`src/rtl/dmem_arb_pkg.sv`:
```
// Shared types and constants for the data-memory arbiter.
//   arb_state_e : arbiter FSM encoding
//   GNT_*       : values of the last_grant register
//   mem_req_t   : one memory access request (write flag, address, write data)
package dmem_arb_pkg;

  localparam int unsigned ADDR_W = 32;
  localparam int unsigned DATA_W = 32;

  typedef enum logic [1:0] {
    IDLE     = 2'd0,
    CPU_BUSY = 2'd1,
    PER_BUSY = 2'd2
  } arb_state_e;

  localparam logic GNT_CPU = 1'b0;
  localparam logic GNT_PER = 1'b1;

  typedef struct packed {
    logic              we;
    logic [ADDR_W-1:0] addr;
    logic [DATA_W-1:0] wdata;
  } mem_req_t;

endpackage

```
`src/rtl/lat_counter.sv`:
```
// Latency down-counter for the arbiter busy window.
// Ports:
//   clk, reset     : clock, synchronous active-high reset
//   load, load_val : load the counter (takes priority over decrement)
//   dec            : decrement by one, saturating at zero
//   zero_c         : combinational flag, counter is zero
module lat_counter #(
  parameter int unsigned CNT_W = 4
) (
  input  logic             clk,
  input  logic             reset,
  input  logic             load,
  input  logic [CNT_W-1:0] load_val,
  input  logic             dec,
  output logic             zero_c
);

  logic [CNT_W-1:0] cnt;

  // Load wins over decrement; never wraps below zero.
  always_ff @(posedge clk) begin
    if (reset) begin
      cnt <= '0;
    end else if (load) begin
      cnt <= load_val;
    end else if (dec && (cnt != '0)) begin
      cnt <= cnt - CNT_W'(1);
    end
  end

  assign zero_c = (cnt == '0);

endmodule

```
`src/rtl/dmem_arbiter.sv`:
```
// Shares one data memory between the CPU MEM stage and a peripheral master.
// Each granted access holds mem_en/addr/data for MEM_LAT cycles; the CPU is
// frozen with cpu_stall until its own access reaches the done cycle.
// Ports:
//   clk, reset                        : clock, synchronous active-high reset
//   cpu_mem_read/write, cpu_addr/wdata: MEM-stage request (EX/MEM outputs)
//   cpu_rdata, cpu_stall              : combinational load data / pipeline freeze
//   per_req/we/addr/wdata             : peripheral request, held until per_ack
//   per_rdata, per_ack                : registered read data, one-cycle ack
//   mem_en/we/addr/wdata, mem_rdata   : memory port (rdata valid in done cycle)
module dmem_arbiter
  import dmem_arb_pkg::*;
#(
  parameter int unsigned MEM_LAT = 2,
  parameter int unsigned CNT_W   = 4
) (
  input  logic              clk,
  input  logic              reset,
  input  logic              cpu_mem_read,
  input  logic              cpu_mem_write,
  input  logic [ADDR_W-1:0] cpu_addr,
  input  logic [DATA_W-1:0] cpu_wdata,
  output logic [DATA_W-1:0] cpu_rdata,
  output logic              cpu_stall,
  input  logic              per_req,
  input  logic              per_we,
  input  logic [ADDR_W-1:0] per_addr,
  input  logic [DATA_W-1:0] per_wdata,
  output logic [DATA_W-1:0] per_rdata,
  output logic              per_ack,
  output logic              mem_en,
  output logic              mem_we,
  output logic [ADDR_W-1:0] mem_addr,
  output logic [DATA_W-1:0] mem_wdata,
  input  logic [DATA_W-1:0] mem_rdata
);

  // Elaboration guard on the latency parameters.
  if ((MEM_LAT < 32'd1) || (MEM_LAT > 32'd15) || (MEM_LAT >= (32'd1 << CNT_W))) begin : g_bad_param
    $error("dmem_arbiter: MEM_LAT must be 1..15 and below 2**CNT_W");
  end

  localparam logic [CNT_W-1:0] LOAD_VAL = CNT_W'(MEM_LAT - 1);

  arb_state_e state;
  logic       last_grant;

  logic       cpu_req_c;
  logic       cpu_wins_c;
  logic       per_wins_c;
  logic       cnt_zero_c;
  mem_req_t   win_c;

  assign cpu_req_c = cpu_mem_read | cpu_mem_write;

  // Round-robin: CPU wins unless the peripheral also asks and CPU went last.
  assign cpu_wins_c = (state == IDLE) && cpu_req_c &&
                      (!per_req || (last_grant == GNT_PER));
  assign per_wins_c = (state == IDLE) && !cpu_wins_c && per_req;

  // Winner's payload; a read+write CPU request is treated as a write.
  always_comb begin
    win_c = '{we: per_we, addr: per_addr, wdata: per_wdata};
    if (cpu_wins_c) begin
      win_c = '{we: cpu_mem_write, addr: cpu_addr, wdata: cpu_wdata};
    end
  end

  lat_counter #(
    .CNT_W(CNT_W)
  ) u_lat_counter (
    .clk     (clk),
    .reset   (reset),
    .load    (cpu_wins_c | per_wins_c),
    .load_val(LOAD_VAL),
    .dec     (state != IDLE),
    .zero_c  (cnt_zero_c)
  );

  // Arbiter FSM with registered memory-side and peripheral outputs.
  always_ff @(posedge clk) begin
    if (reset) begin
      state      <= IDLE;
      last_grant <= GNT_PER;
      mem_en     <= 1'b0;
      mem_we     <= 1'b0;
      mem_addr   <= '0;
      mem_wdata  <= '0;
      per_ack    <= 1'b0;
      per_rdata  <= '0;
    end else begin
      per_ack <= 1'b0;
      unique case (state)
        IDLE: begin
          if (cpu_wins_c || per_wins_c) begin
            state      <= cpu_wins_c ? CPU_BUSY : PER_BUSY;
            last_grant <= cpu_wins_c ? GNT_CPU : GNT_PER;
            mem_en     <= 1'b1;
            mem_we     <= win_c.we;
            mem_addr   <= win_c.addr;
            mem_wdata  <= win_c.wdata;
          end
        end
        CPU_BUSY: begin
          if (cnt_zero_c) begin
            state  <= IDLE;
            mem_en <= 1'b0;
            mem_we <= 1'b0;
          end
        end
        PER_BUSY: begin
          if (cnt_zero_c) begin
            state     <= IDLE;
            mem_en    <= 1'b0;
            mem_we    <= 1'b0;
            per_rdata <= mem_rdata;
            per_ack   <= 1'b1;
          end
        end
        default: begin
          state  <= IDLE;
          mem_en <= 1'b0;
          mem_we <= 1'b0;
        end
      endcase
    end
  end

  // Stall drops only in the CPU done cycle so EX/MEM and MEM/WB can advance.
  assign cpu_stall = cpu_req_c & ~((state == CPU_BUSY) & cnt_zero_c);
  assign cpu_rdata = mem_rdata;

endmodule

```
`config.mk`:
```
export PLATFORM = sky130hd
export DESIGN_NAME = dmem_arbiter
export DESIGN_NICKNAME = d
export VERILOG_FILES = /design/src/rtl/dmem_arb_pkg.sv /design/src/rtl/lat_counter.sv /design/src/rtl/dmem_arbiter.sv
export SDC_FILE = /design/constraint.sdc
export NUM_CORES = 1
export LEC_CHECK = 0
export CORE_MARGIN = 2
export CORE_UTILIZATION = 37
export CTS_CLUSTER_DIAMETER = 100
export DETAILED_ROUTE_END_ITERATION = 7
export PLACE_DENSITY = 0.87
export SLEW_MARGIN = 40
export SYNTH_ARGS = -nofsm -noshare
export SYNTH_HDL_FRONTEND = slang
export SYNTH_HIERARCHICAL = 1
export SYNTH_SLANG_ARGS = --single-unit
```
`constraint.sdc`:
```
create_clock -name clk -period 2.4 [get_ports clk]
set_input_delay 0.48 -clock clk [delete_from_list [all_inputs] [get_ports clk]]
set_output_delay 0.48 -clock clk [all_outputs]
set_load 0.01 [all_outputs]
```
==> reports/results.ini <==
[grt]
grt_usage=0.222
grt_pass1_vias=4894
grt_antenna_before_repair=0
grt_max_degree=66
grt_pass1_wl_mm=24.9
gr-total-overflow=0

[layout]
finalNonFillerCells=1020
diodes=0
post-route-util=0.634
nets=1013
drive_above_1_share=0.0719
area_growth_pct=66.4

[critical_path]
crit_chain=inv_1, ha_2, or3b_4, inv_2, a21boi_1, clkdlybuf4s15_2
start_kind=flip-flop
rr_endpoint=mem_en$_SDFFE_PP0P_
regToRegStartpoint=u_lat_counter/cnt[1]$_SDFFE_PP0P_
crit_path_end_kind=primary output
cp_data_required_time_ns=1.92
cp_max_fo=4
criticalPathCategory=reg -> out
reg2regPathDepth=8
r2r_slack_ns=0.41
max_stage_delay_ns=0.43
worstPathArrival_ns=1.84
critPathSlowestCell=or3b_4

[die]
die_area_mm2=0.0140
start_util=0.381
die_w_um=118
core_mm2=0.0127
rows=41
dieHeight_um=118
pin_count=298

[detailed_routing]
drcViolationCount=0
wire_per_inst_um=15.3
vias=4972
drt-pass1-iter-count=4
drt_iter0_drc=278
routed_wl_mm=15.6
ant_nets=0
post_drt_via_cell_ratio=4.87

[clock_tree]
cts_hold_buf=0
cts_made_buffers=9
clk_pin_slew_worst_paths_ns=0.06
cts_buffer_depth=2
clock_latency_ns=0.35
htree_levels=3
root_buffer=clkbuf_16
cts_tree=done
clock_sinks=106

[timing]
slew_viol_final=0
period_share=0.965
timing.final.setup_violations=0
rsz0062_at_grt=false
hold_viol_final=0
fin_crit_ns=2.32
fmax_ghz=0.432
fin_tns_setup_ns=0
fin_skew_ns=0.00575

[power]
irDropWorstVdd_uv=692
leakagePower_uw=0.00303
p_per_area_mw_per_mm2=1140

[hold_path]
hp-class=reg -> reg
worstHoldEndpoint=per_rdata[25]$_SDFFE_PP0P_
holdPathStages=2
hold_start=per_rdata[25]$_SDFFE_PP0P_

[logic_synthesis]
avgSynthCellArea_um2=8.12
synthDistinctLibCells=37
synth_area_leaders=dfxtp_1, nand2_1, a311oi_1, buf_4, a311oi_2
async_reset_ff_frac=0
synth_common_cells=nand2_1, dfxtp_1, nor2_1
synth_top_area_frac=0.440
ys.flop_type=dfxtp_1
yosysMostFrequentCell=nand2_1
ys_warn_count=6
netlist_area_mm2=0.00483
seq_area_frac_synth=0.440
yosys.area.top_type=dfxtp_1
synth_edf_count=0
postSynthCellCount=594
ys_seq_elements=106

[placed_design]
place_inst=1001
dpl.hpwl_mm=11.5
io_buffers=297
gp_congestion=0.804

[flow_run]
maxCapViolCount=0

[run_status]
run_status=finished clean

## worst max-delay path, delay by kind of cell (launching register included)
kind            cells  cell delay (ns)
fa+ha+maj           1             0.22
simple gates        1             0.43
buf+inv             3             0.44
flops               1             0.32
compound gates      1             0.08
## layer usage
metal  track usage  routed length, um  vias up  share of wire
met2         0.389               7740      215           0.50
li1              -                  -     2481              -
met3        0.0719               1380       28          0.088
met4         0.103                495        0          0.032
met5             0                  0        -              0
met1         0.242               5970     2248           0.38
## flip-flops by register name, indices dropped and copies added, names as in the netlist
signal	flops
per_ack	1
mem_wdata	32
mem_addr	32
state	2
mem_en	1
u_lat_counter/cnt	4
last_grant	1
per_rdata	32
mem_we	1
## cells in the final DEF (no fill, tap or decap), types with 2 or more instances in the layout
cell type,count
a211oi_1,3
a21oi_1,34
a311oi_1,47
a311oi_2,19
buf_12,6
buf_4,12
clkbuf_1,3
clkbuf_16,9
clkbuf_8,2
clkdlybuf4s50_1,295
conb_1,4
dfxtp_1,106
ha_1,3
inv_1,7
nand2_1,198
nor2_1,72
## report_power, final
group | internal, uW | switching (uW)
Sequential | 2450 | 359
Clock | 866 | 630
Combinational | 2400 | 2490
## per-stage QoR
stage	hold WS [ns]	instance area [um2]	setup WS, ns	total power [uW]
after detailed placement	0.445	7700	-0.0445	7680
after CTS	0.455	8010	0.0173	9230
after floorplan	0.458	4830	0.499	5550
after global routing	0.470	8030	0.00405	9820
final	0.454	8030	0.0848	9190
after global placement	0.442	7700	-0.0319	7570
## cell families after synthesis
family	Yosys count	synth area share
AOI/OAI and AO/OA	113	0.205
adders and majority gates	4	0.0104
buffers and inverters	86	0.110
DFF	106	0.440
muxes	1	0.00207
other	2	0.00156
and+or+nand+nor	282	0.230
## worst max-delay path by stage
stage | depth (start not counted) | end | start
6_report | 6 | cpu_stall | u_lat_counter/cnt[1]$_SDFFE_PP0P_
5_1_grt | 6 | cpu_stall | u_lat_counter/cnt[1]$_SDFFE_PP0P_
4_1_cts | 6 | cpu_stall | u_lat_counter/cnt[1]$_SDFFE_PP0P_
3_5_place_dp | 4 | cpu_stall | cpu_mem_read
3_3_place_gp | 4 | cpu_stall | cpu_mem_write
2_1_floorplan | 9 | per_rdata[0]$_SDFFE_PP0P_ | u_lat_counter/cnt[1]$_SDFFE_PP0P_
## what timing repair did
| item | 4_1_cts | 5_1_grt |
|---|---|---|
| resized for setup | 6 | 1 |
| pin swaps | 0 | 1 |
| endpoints found under the setup margin | 1 | 1 |
| setup buffers | 0 | 3 |
## final cells by class
| type | count | area, um2 |
|---|---|---|
| sequential | 106 | 2120 |
| multi-input combinational | 404 | 2190 |
| clock buffer | 14 | 264 |
| clock inverter | 2 | 35.0 |
| inverter | 8 | 30.0 |
| timing repair buffer | 314 | 3170 |
| tap | 172 | 215 |
| fill | 1044 | 4640 |
Note: power is estimated with default switching activity, not from simulation.
